--- src/rtl/clk_x8_seq.sv ---
// clk_x8_seq: power-up and recovery sequencer for the x8 clock generator.
// Resets the generator, waits for lock, qualifies it, restarts on loss.
module clk_x8_seq #(
  parameter int RST_CYCLES    = 16,
  parameter int LOCK_TIMEOUT  = 4096,
  parameter int STABLE_CYCLES = 64,
  parameter int MAX_RETRIES   = 3
) (
  input  logic       clk,
  input  logic       rst,
  input  logic       enable,
  input  logic       locked,
  output logic       pll_rst,
  output logic       sys_rst,
  output logic       ready,
  output logic       fault,
  output logic [3:0] retry_cnt,
  output logic [7:0] lock_loss_cnt,
  output logic [2:0] state
);

  localparam int MAX_AB = (RST_CYCLES > LOCK_TIMEOUT) ?
                          RST_CYCLES : LOCK_TIMEOUT;
  localparam int MAXC   = (MAX_AB > STABLE_CYCLES) ?
                          MAX_AB : STABLE_CYCLES;
  localparam int CW     = $clog2(MAXC + 1);

  localparam logic [CW-1:0] RST_LAST = CW'(RST_CYCLES - 1);
  localparam logic [CW-1:0] TO_LAST  = CW'(LOCK_TIMEOUT - 1);
  localparam logic [CW-1:0] ST_LAST  = CW'(STABLE_CYCLES - 1);
  localparam logic [CW-1:0] CNT_MAX  = '1;
  localparam logic [3:0]    MAX_R    = 4'(MAX_RETRIES);

  typedef enum logic [2:0] {
    S_IDLE      = 3'd0,
    S_PLL_RST   = 3'd1,
    S_WAIT_LOCK = 3'd2,
    S_STABLE    = 3'd3,
    S_RUN       = 3'd4,
    S_FAULT     = 3'd5
  } state_e;

  state_e        state_q, state_d;
  logic [CW-1:0] cnt_q, cnt_d;
  logic [3:0]    retry_q, retry_d;
  logic [7:0]    loss_q, loss_d;
  logic [1:0]    sync_q, sync_d;
  logic          pll_rst_q, pll_rst_d;
  logic          sys_rst_q, sys_rst_d;
  logic          ready_q, ready_d;
  logic          fault_q, fault_d;
  logic          locked_s;

  assign locked_s = sync_q[1];

  // Two-flop synchronizer for the asynchronous lock flag
  always_comb begin
    sync_d = {sync_q[0], locked};
  end

  // Next state, counters, and outputs decoded from the next state
  always_comb begin
    state_d = state_q;
    retry_d = retry_q;
    loss_d  = loss_q;
    if (!enable) begin
      state_d = S_IDLE;
    end else begin
      unique case (state_q)
        S_IDLE: begin
          state_d = S_PLL_RST;
          retry_d = '0;
        end
        S_PLL_RST: begin
          if (cnt_q == RST_LAST) state_d = S_WAIT_LOCK;
        end
        S_WAIT_LOCK: begin
          if (locked_s) begin
            state_d = S_STABLE;
          end else if (cnt_q == TO_LAST) begin
            if (retry_q == MAX_R) begin
              state_d = S_FAULT;
            end else begin
              state_d = S_PLL_RST;
              retry_d = retry_q + 4'd1;
            end
          end
        end
        S_STABLE: begin
          if (!locked_s) begin
            state_d = S_WAIT_LOCK;
          end else if (cnt_q == ST_LAST) begin
            state_d = S_RUN;
            retry_d = '0;
          end
        end
        S_RUN: begin
          if (!locked_s) begin
            state_d = S_PLL_RST;
            if (loss_q != 8'hFF) loss_d = loss_q + 8'd1;
          end
        end
        S_FAULT: begin
          state_d = S_FAULT;
        end
        default: begin
          state_d = S_IDLE;
        end
      endcase
    end

    if (state_d != state_q) begin
      cnt_d = '0;
    end else if (cnt_q != CNT_MAX) begin
      cnt_d = cnt_q + 1'b1;
    end else begin
      cnt_d = cnt_q;
    end

    pll_rst_d = (state_d == S_IDLE) || (state_d == S_PLL_RST) ||
                (state_d == S_FAULT);
    sys_rst_d = (state_d != S_RUN);
    ready_d   = (state_d == S_RUN);
    fault_d   = (state_d == S_FAULT);
  end

  // State and output registers, asynchronously reset
  always_ff @(posedge clk or posedge rst) begin
    if (rst) begin
      state_q   <= S_IDLE;
      cnt_q     <= '0;
      retry_q   <= '0;
      loss_q    <= '0;
      sync_q    <= '0;
      pll_rst_q <= 1'b1;
      sys_rst_q <= 1'b1;
      ready_q   <= 1'b0;
      fault_q   <= 1'b0;
    end else begin
      state_q   <= state_d;
      cnt_q     <= cnt_d;
      retry_q   <= retry_d;
      loss_q    <= loss_d;
      sync_q    <= sync_d;
      pll_rst_q <= pll_rst_d;
      sys_rst_q <= sys_rst_d;
      ready_q   <= ready_d;
      fault_q   <= fault_d;
    end
  end

  assign pll_rst       = pll_rst_q;
  assign sys_rst       = sys_rst_q;
  assign ready         = ready_q;
  assign fault         = fault_q;
  assign retry_cnt     = retry_q;
  assign lock_loss_cnt = loss_q;
  assign state         = state_q;

endmodule
--- config.mk ---
export PLATFORM = sky130hd
export DESIGN_NAME = clk_x8_seq
export DESIGN_NICKNAME = d
export VERILOG_FILES = /design/src/rtl/clk_x8_seq.sv
export SDC_FILE = /design/constraint.sdc
export NUM_CORES = 1
export LEC_CHECK = 0
export ABC_AREA = 1
export CAP_MARGIN = 25
export CORE_ASPECT_RATIO = 1.1
export CORE_UTILIZATION = 29
export CTS_BUF_LIST = sky130_fd_sc_hd__clkbuf_4
export DETAILED_ROUTE_END_ITERATION = 8
export PLACE_DENSITY = 0.44
export SYNTH_ARGS = -nofsm -noshare
export SYNTH_HDL_FRONTEND = slang
export SYNTH_SLANG_ARGS = --single-unit
--- constraint.sdc ---
create_clock -name clk -period 1.86 [get_ports clk]
set_clock_uncertainty 0.15 [all_clocks]
set_input_delay 0.372 -clock clk [delete_from_list [all_inputs] [get_ports clk]]
set_output_delay 0.372 -clock clk [all_outputs]
set_load 0.02 [all_outputs]
* After elaboration in Yosys (flattened, before gate mapping)
Cells that the tools add are included.
** Operators by class
- Add/sub/neg operators :: 3
- Equal/unequal tests :: 21
- Multiplexer cells :: 17
- Bitwise operators :: 1
- Reduce and logical (&&, ||, !) cells :: 8
** Operators with widths (count)
- $mux 13 :: 2
- $mux 3 :: 8
- $mux 4 :: 5
- $pmux 3 s6 :: 1
- $add 13x1->13 const B :: 1
- $eq 13x12->1 const B :: 1
- $eq 13x4->1 const B :: 1
- $eq 13x6->1 const B :: 1
- $ne 13x13->1 const B :: 1
- $eq 3x3->1 const B :: 4
- $pmux 4 s3 :: 1
- $ne 2x2->1 const B :: 5
- $add 8x1->8 const B :: 1
- $ne 8x8->1 const B :: 1
- $reduce_and 7->1 :: 1
- $eq 3x1->1 const B :: 2
- $eq 3x2->1 const B :: 2
- $logic_not 3->1 :: 2
- $add 4x1->4 const B :: 1
- $eq 4x2->1 const B :: 1
- $reduce_and 4->1 :: 1
- $ne 3x3->1 :: 1
- $ne 3x3->1 const B :: 1
- $reduce_bool 3->1 :: 1
- other kinds (3) :: 4
** Storage, ports and cells
- Flip-flop bits (word level) :: 34
- Bits of input ports :: 4
- Output and inout bits :: 19

* Logic depth before layout (Yosys ltp)
Gate-level depths: netlist (run 1).
- Depth after elaboration :: 9
- Depth in mapped cells :: 15
- Mapped depth without buffers :: 14

* Worst setup path after synthesis (run 1)
Ideal clock, no wire load.
- Kind :: register to register
- Start point :: register cnt_q[0]
- End point :: register cnt_q[9]
- Setup time :: 124 ps
- Data arrival time :: 1628 ps
- Data required time :: 1586 ps
- Setup slack :: -42 ps
- Stages on the path, launching flop included :: 12
- Buffers on the path :: 0
- Cells stage by stage :: dfrtp_1 > ha_1 > nand3_4 > inv_2 > nand3_1 > nor2_1 > nand2_1 > nand3_2 > nor2_1 > nand2_1 > xor2_1 > nor2_4
** Between the ends
- Word-level cells in the longest chain between the ends :: 7
** RTL lines
- from (decl) :: line 44 : logic [CW-1:0] cnt_q, cnt_d;
- from (signal assigned) :: line 141 : cnt_q <= cnt_d;
- $eq 13x6->1 / $eq 13x12->1 (equally long branches) :: line 92, 80
- $mux 3 (on tied branches) :: line 92, 80
- $mux 3 (on tied branches) :: line 90, 78
- $pmux 3 s6 :: line 69 : unique case (state_q)
- $mux 3 :: line 66 : if (!enable) begin
- $ne 3x3->1 :: line 112 : if (state_d != state_q) begin
- $mux 13 / $reduce_bool 2->1 (equally long branches)
Several ways; a longest one is shown, not always the timed one. The select of a mux whose other input is x is not followed.
A chain may end at the register's enable or synchronous reset.

* Worst setup path after layout (run 1)
- Start point :: register cnt_q[1]
- End point :: register cnt_q[4]
Same word-level chain as after synthesis.

==> impl_results.html, run 1 <==
<table>
<tr><th>Metric</th><th>Value</th></tr>
<tr><th colspan="2">Placed design</th></tr>
<tr><td>Placed Cells</td><td>approximately 370</td></tr>
<tr><td>Count of port buffers added during placement</td><td>22</td></tr>
<tr><td>HPWL after detailed placement</td><td>3130 um</td></tr>
<tr><td>Global placer's final weighted congestion</td><td>0.787</td></tr>
<tr><th colspan="2">Floorplanning</th></tr>
<tr><td>Core footprint</td><td>0.00659 mm2</td></tr>
<tr><td>Die Ht</td><td>approximately 89 um</td></tr>
<tr><td>Number of placed I/O pins</td><td>23</td></tr>
<tr><td>Overall die width</td><td>a little over 80 um</td></tr>
<tr><td>Die footprint</td><td>0.00720 mm2</td></tr>
<tr><td>Starting Density</td><td>30.2%</td></tr>
<tr><td>Row count</td><td>31</td></tr>
<tr><th colspan="2">Timing</th></tr>
<tr><td>Endpoints failing setup</td><td>15</td></tr>
<tr><td>Setup TNS Final</td><td>-1.17 ns</td></tr>
<tr><td>Final clock period utilization by the worst path</td><td>105%</td></tr>
<tr><td>Maximum clock rate</td><td>between 500 and 600 MHz</td></tr>
<tr><td>Worst Tran Pin Value</td><td>about 0.43 ns</td></tr>
<tr><td>Final Hold Fails</td><td>0</td></tr>
<tr><td>Relative max-transition margin</td><td>71.0%</td></tr>
<tr><td>Max Slew Vio Count</td><td>0</td></tr>
<tr><td>Final min period</td><td>1.96 ns</td></tr>
<tr><td>Post-route setup slack</td><td>-0.100 ns</td></tr>
<tr><td>Setup repair after global routing missed its margin</td><td>true</td></tr>
<tr><th colspan="2">Drt</th></tr>
<tr><td>Routed length per placed instance</td><td>11.1 um</td></tr>
<tr><td>Via-per-instance ratio</td><td>4.31</td></tr>
<tr><td>Starting DRC count in detailed routing</td><td>43</td></tr>
<tr><td>Number of remaining DRC errors</td><td>0</td></tr>
<tr><td>Via count</td><td>around 1700</td></tr>
<tr><td>Total detailed-routing wirelength</td><td>between 4000 and 5000 um</td></tr>
<tr><td>First drt pass iteration count</td><td>4</td></tr>
<tr><td>Remaining antenna violation count</td><td>0</td></tr>
<tr><th colspan="2">Power</th></tr>
<tr><td>Peak VDD IR</td><td>roughly 360 uV</td></tr>
<tr><td>Leakage power figure</td><td>0.00137 uW</td></tr>
<tr><td>Total Power Consumption</td><td>1540 uW</td></tr>
<tr><td>Total power divided by cell area</td><td>537 mW/mm2</td></tr>
<tr><th colspan="2">Worst setup path</th></tr>
<tr><td>Crit. End Element</td><td>flop</td></tr>
<tr><td>Worst Path Class, Setup</td><td>flop to flop</td></tr>
<tr><td>Reg-to-reg setup timing slack</td><td>-0.10 ns</td></tr>
<tr><td>Endpoint of the most critical register-to-register path</td><td>cnt_q[4]$_DFFE_PP0P_</td></tr>
<tr><td>Worst reg2reg startpoint</td><td>cnt_q[1]$_DFFE_PP0P_</td></tr>
<tr><td>Worst Setup SP</td><td>cnt_q[1]$_DFFE_PP0P_</td></tr>
<tr><td>Count of cells along the worst register-to-register path</td><td>12</td></tr>
<tr><td>CP required</td><td>1.99 ns</td></tr>
<tr><td>Startpoint type of the worst setup path</td><td>flop</td></tr>
<tr><td>Data arrival time at the worst-slack endpoint</td><td>2.09 ns</td></tr>
<tr><td>Max Fanout on Critical Path</td><td>7</td></tr>
<tr><th colspan="2">Hold path</th></tr>
<tr><td>Class of the tightest hold or removal check</td><td>primary input to async pin</td></tr>
<tr><th colspan="2">Synth</th></tr>
<tr><td>Syn Std Cell Area</td><td>between 0.0015 and 0.002 mm2</td></tr>
<tr><td>Yosys top cell area share</td><td>40.3%</td></tr>
<tr><td>Synth async-reset ratio</td><td>100%</td></tr>
<tr><td>Library cell occupying the most area in the post-synthesis netlist</td><td>sky130_fd_sc_hd__dfrtp_1</td></tr>
<tr><td>Main flop type after synthesis</td><td>sky130_fd_sc_hd__dfrtp_1</td></tr>
<tr><td>EDFF count, synth</td><td>0</td></tr>
<tr><td>Dominant cells by area after synthesis</td><td>sky130_fd_sc_hd__dfrtp_1 40%, sky130_fd_sc_hd__nand2_1 9.1%, sky130_fd_sc_hd__nor2_4 6.8%, sky130_fd_sc_hd__inv_1 6.2%, sky130_fd_sc_hd__xor2_1 4.4%</td></tr>
<tr><td>Post-synth net total</td><td>246</td></tr>
<tr><td>Mean instance size in the synthesized netlist</td><td>~8.3 um2</td></tr>
<tr><td>Synth Register Bits</td><td>34</td></tr>
<tr><td>Most used standard cell by instance count after synthesis</td><td>sky130_fd_sc_hd__nand2_1</td></tr>
<tr><td>Commonest cells post-synth</td><td>48 x sky130_fd_sc_hd__nand2_1, 33 x sky130_fd_sc_hd__inv_1, 32 x sky130_fd_sc_hd__dfrtp_1</td></tr>
<tr><td>Portion of the post-synthesis area used by sequential elements</td><td>42.9%</td></tr>
<tr><td>Yosys warns</td><td>0</td></tr>
<tr><td>Netlist cell types</td><td>30</td></tr>
<tr><td>Number of instances in the synthesized netlist</td><td>239</td></tr>
<tr><th colspan="2">CTS</th></tr>
<tr><td>TritonCTS clock tree</td><td>built</td></tr>
<tr><td>Clock edge transition at the registers on the reported setup and hold paths</td><td>0.11 ns</td></tr>
<tr><td>Cts hold-fix bufs</td><td>0</td></tr>
<tr><td>Clock latency on the worst-skew pair</td><td>0.34 ns</td></tr>
<tr><td>Clk buf depth</td><td>2</td></tr>
<tr><td>Root buffer selected by CTS</td><td>sky130_fd_sc_hd__clkbuf_4</td></tr>
<tr><td>Htree depth</td><td>2</td></tr>
<tr><td>CTS sink count</td><td>34</td></tr>
<tr><td>Clock buffers created by TritonCTS</td><td>5</td></tr>
<tr><th colspan="2">GRT</th></tr>
<tr><td>Via count of the first global-routing pass</td><td>1707</td></tr>
<tr><td>First-pass GRT wire length</td><td>7530 um</td></tr>
<tr><td>Pin count of the biggest net entering global routing</td><td>35</td></tr>
<tr><td>Initial antenna violation count</td><td>0</td></tr>
<tr><td>Total GRT Usage</td><td>between 10 and 15%</td></tr>
<tr><td>Total global routing overflow</td><td>0</td></tr>
<tr><th colspan="2">Cells and area</th></tr>
<tr><td>Final Core Density</td><td>a little over two fifths</td></tr>
<tr><td>N_diodes</td><td>0</td></tr>
<tr><td>Layout cells sized above 1</td><td>43.0%</td></tr>
<tr><td>Non-filler cells, final</td><td>about 400</td></tr>
<tr><td>Number of nets at the end of the flow</td><td>313</td></tr>
<tr><td>Synth-to-Final Area Change</td><td>44.3%</td></tr>
<tr><th colspan="2">Outcome</th></tr>
<tr><td>Violations in the final reports</td><td>negative setup slack</td></tr>
<tr><td>Result of the run</td><td>complete, but fails checks</td></tr>
<tr><th colspan="2">Run</th></tr>
<tr><td>Number of max-capacitance violations reported</td><td>0</td></tr>
</table>
==> layout make-up <==
| cell class | count | area (um2) |
|---|---|---|
| Inverter | 40 | 154 |
| Multi-Input combinational cell | 161 | 1110 |
| Sequential cell | 34 | 857 |
| Clock inverter | 3 | 40.0 |
| Tap cell | 82 | 103 |
| Fill cell | 687 | 3720 |
| Clock buffer | 5 | 37.5 |
| Timing Repair Buffer | 64 | 569 |
==> critical path, cell delays in order, from the launching register on <==
cell and delay (ns):
sky130_fd_sc_hd__dfrtp_1 0.41, sky130_fd_sc_hd__ha_4 0.17, sky130_fd_sc_hd__nand3_4 0.14, sky130_fd_sc_hd__nor2_4 0.13, sky130_fd_sc_hd__nand2_2 0.06, sky130_fd_sc_hd__a21oi_2 0.14, sky130_fd_sc_hd__nand3_2 0.12, sky130_fd_sc_hd__nand2_2 0.09
sky130_fd_sc_hd__nand2_2 0.05, sky130_fd_sc_hd__nand2_2 0.08, sky130_fd_sc_hd__nand3_4 0.12, sky130_fd_sc_hd__buf_12 0.17, sky130_fd_sc_hd__nor2_4 0.09
==> layout by cell type (no fill, tap or decap), drive strengths merged <==
master and instances:
ha 3, clkdlybuf4s50 4, clkinv 3, nor4 1, nor2 37, clkbuf 6
inv 39, mux2 1, nand2 60, nand4 1, dlymetal6s2s 2, o21bai 1
nor3 3, dfrtp 32, o21ai 12, xnor2 3, xor2 10, dfstp 2
nand3 22, or2 1, dlygate4sd2 15, o31ai 3, a21oi 3, bufinv 1
buf 42
==> layer usage <==
metal  part of all wire [%]  routed length (um)  track usage [%]  vias to the layer above
li1                       -                   -                -                      873
met1                     46                1990             16.8                      782
met4                    1.2                  54             4.87                        0
met2                     50                2150             23.3                       17
met5                      0                   0                0                        -
met3                    3.1                 134             3.40                        5
==> registers in the layout, indices dropped and copies added (netlist names) <==
register	flops
cnt_q	13
fault	1
lock_loss_cnt	8
pll_rst	1
ready	1
retry_cnt	4
state	3
sync_q	2
sys_rst	1
==> power breakdown <==
part	switching (uW)	internal, uW
registers	13.7	754
logic	123	103
clock network	269	279
==> cells by family (layout without fill, tap and decap cells) <==
group / after synthesis / count (layout) / share of synthesized area [%]
and+or+nand+nor: 125 / 125 / 34.1
buffers and inverters: 44 / 112 / 9.37
DFF: 34 / 34 / 42.9
AOI/OAI and AO/OA: 19 / 19 / 5.47
xor gates and xnor gates: 13 / 13 / 5.72
adders and majority gates: 3 / 3 / 1.89
muxes: 1 / 1 / 0.566
==> worst max-delay path by stage <==
| stage | end | slack, ns | depth (start not counted) |
|---|---|---|---|
| final | cnt_q[4]$_DFFE_PP0P_ | -0.10 | 12 |
| after global routing | cnt_q[5]$_DFFE_PP0P_ | -0.22 | 14 |
| after CTS | cnt_q[12]$_DFFE_PP0P_ | -0.11 | 12 |
| after detailed placement | retry_cnt[2]$_DFFE_PP0P_ | -0.21 | 6 |
| after global placement | retry_cnt[3]$_DFFE_PP0P_ | -0.20 | 6 |
| after floorplan | cnt_q[5]$_DFFE_PP0P_ | 0.02 | 13 |
==> repair_timing <==
item                       CTS  global route
gates cloned                 1             0
setup buffers                5             2
resized for setup           36            35
pin swaps                    7            12
setup endpoints to repair   34            29
==> through the flow <==
step | hold WS [ns] | setup WS (ns) | instance area (um2)
after floorplan | 0.181 | 0.0227 | 2010
after global placement | 0.200 | -0.201 | 2570
after detailed placement | 0.198 | -0.212 | 2570
after CTS | 0.215 | -0.107 | 2760
after global routing | 0.215 | -0.222 | 2870
final | 0.217 | -0.100 | 2870
(Power assumes the default switching activity.)
==> run 2: changes to the inputs <==
- SLEW_MARGIN: unset -> 20
==> results of run 2 <==
No change in the layout: final DEF, timing and power equal those of run 1.
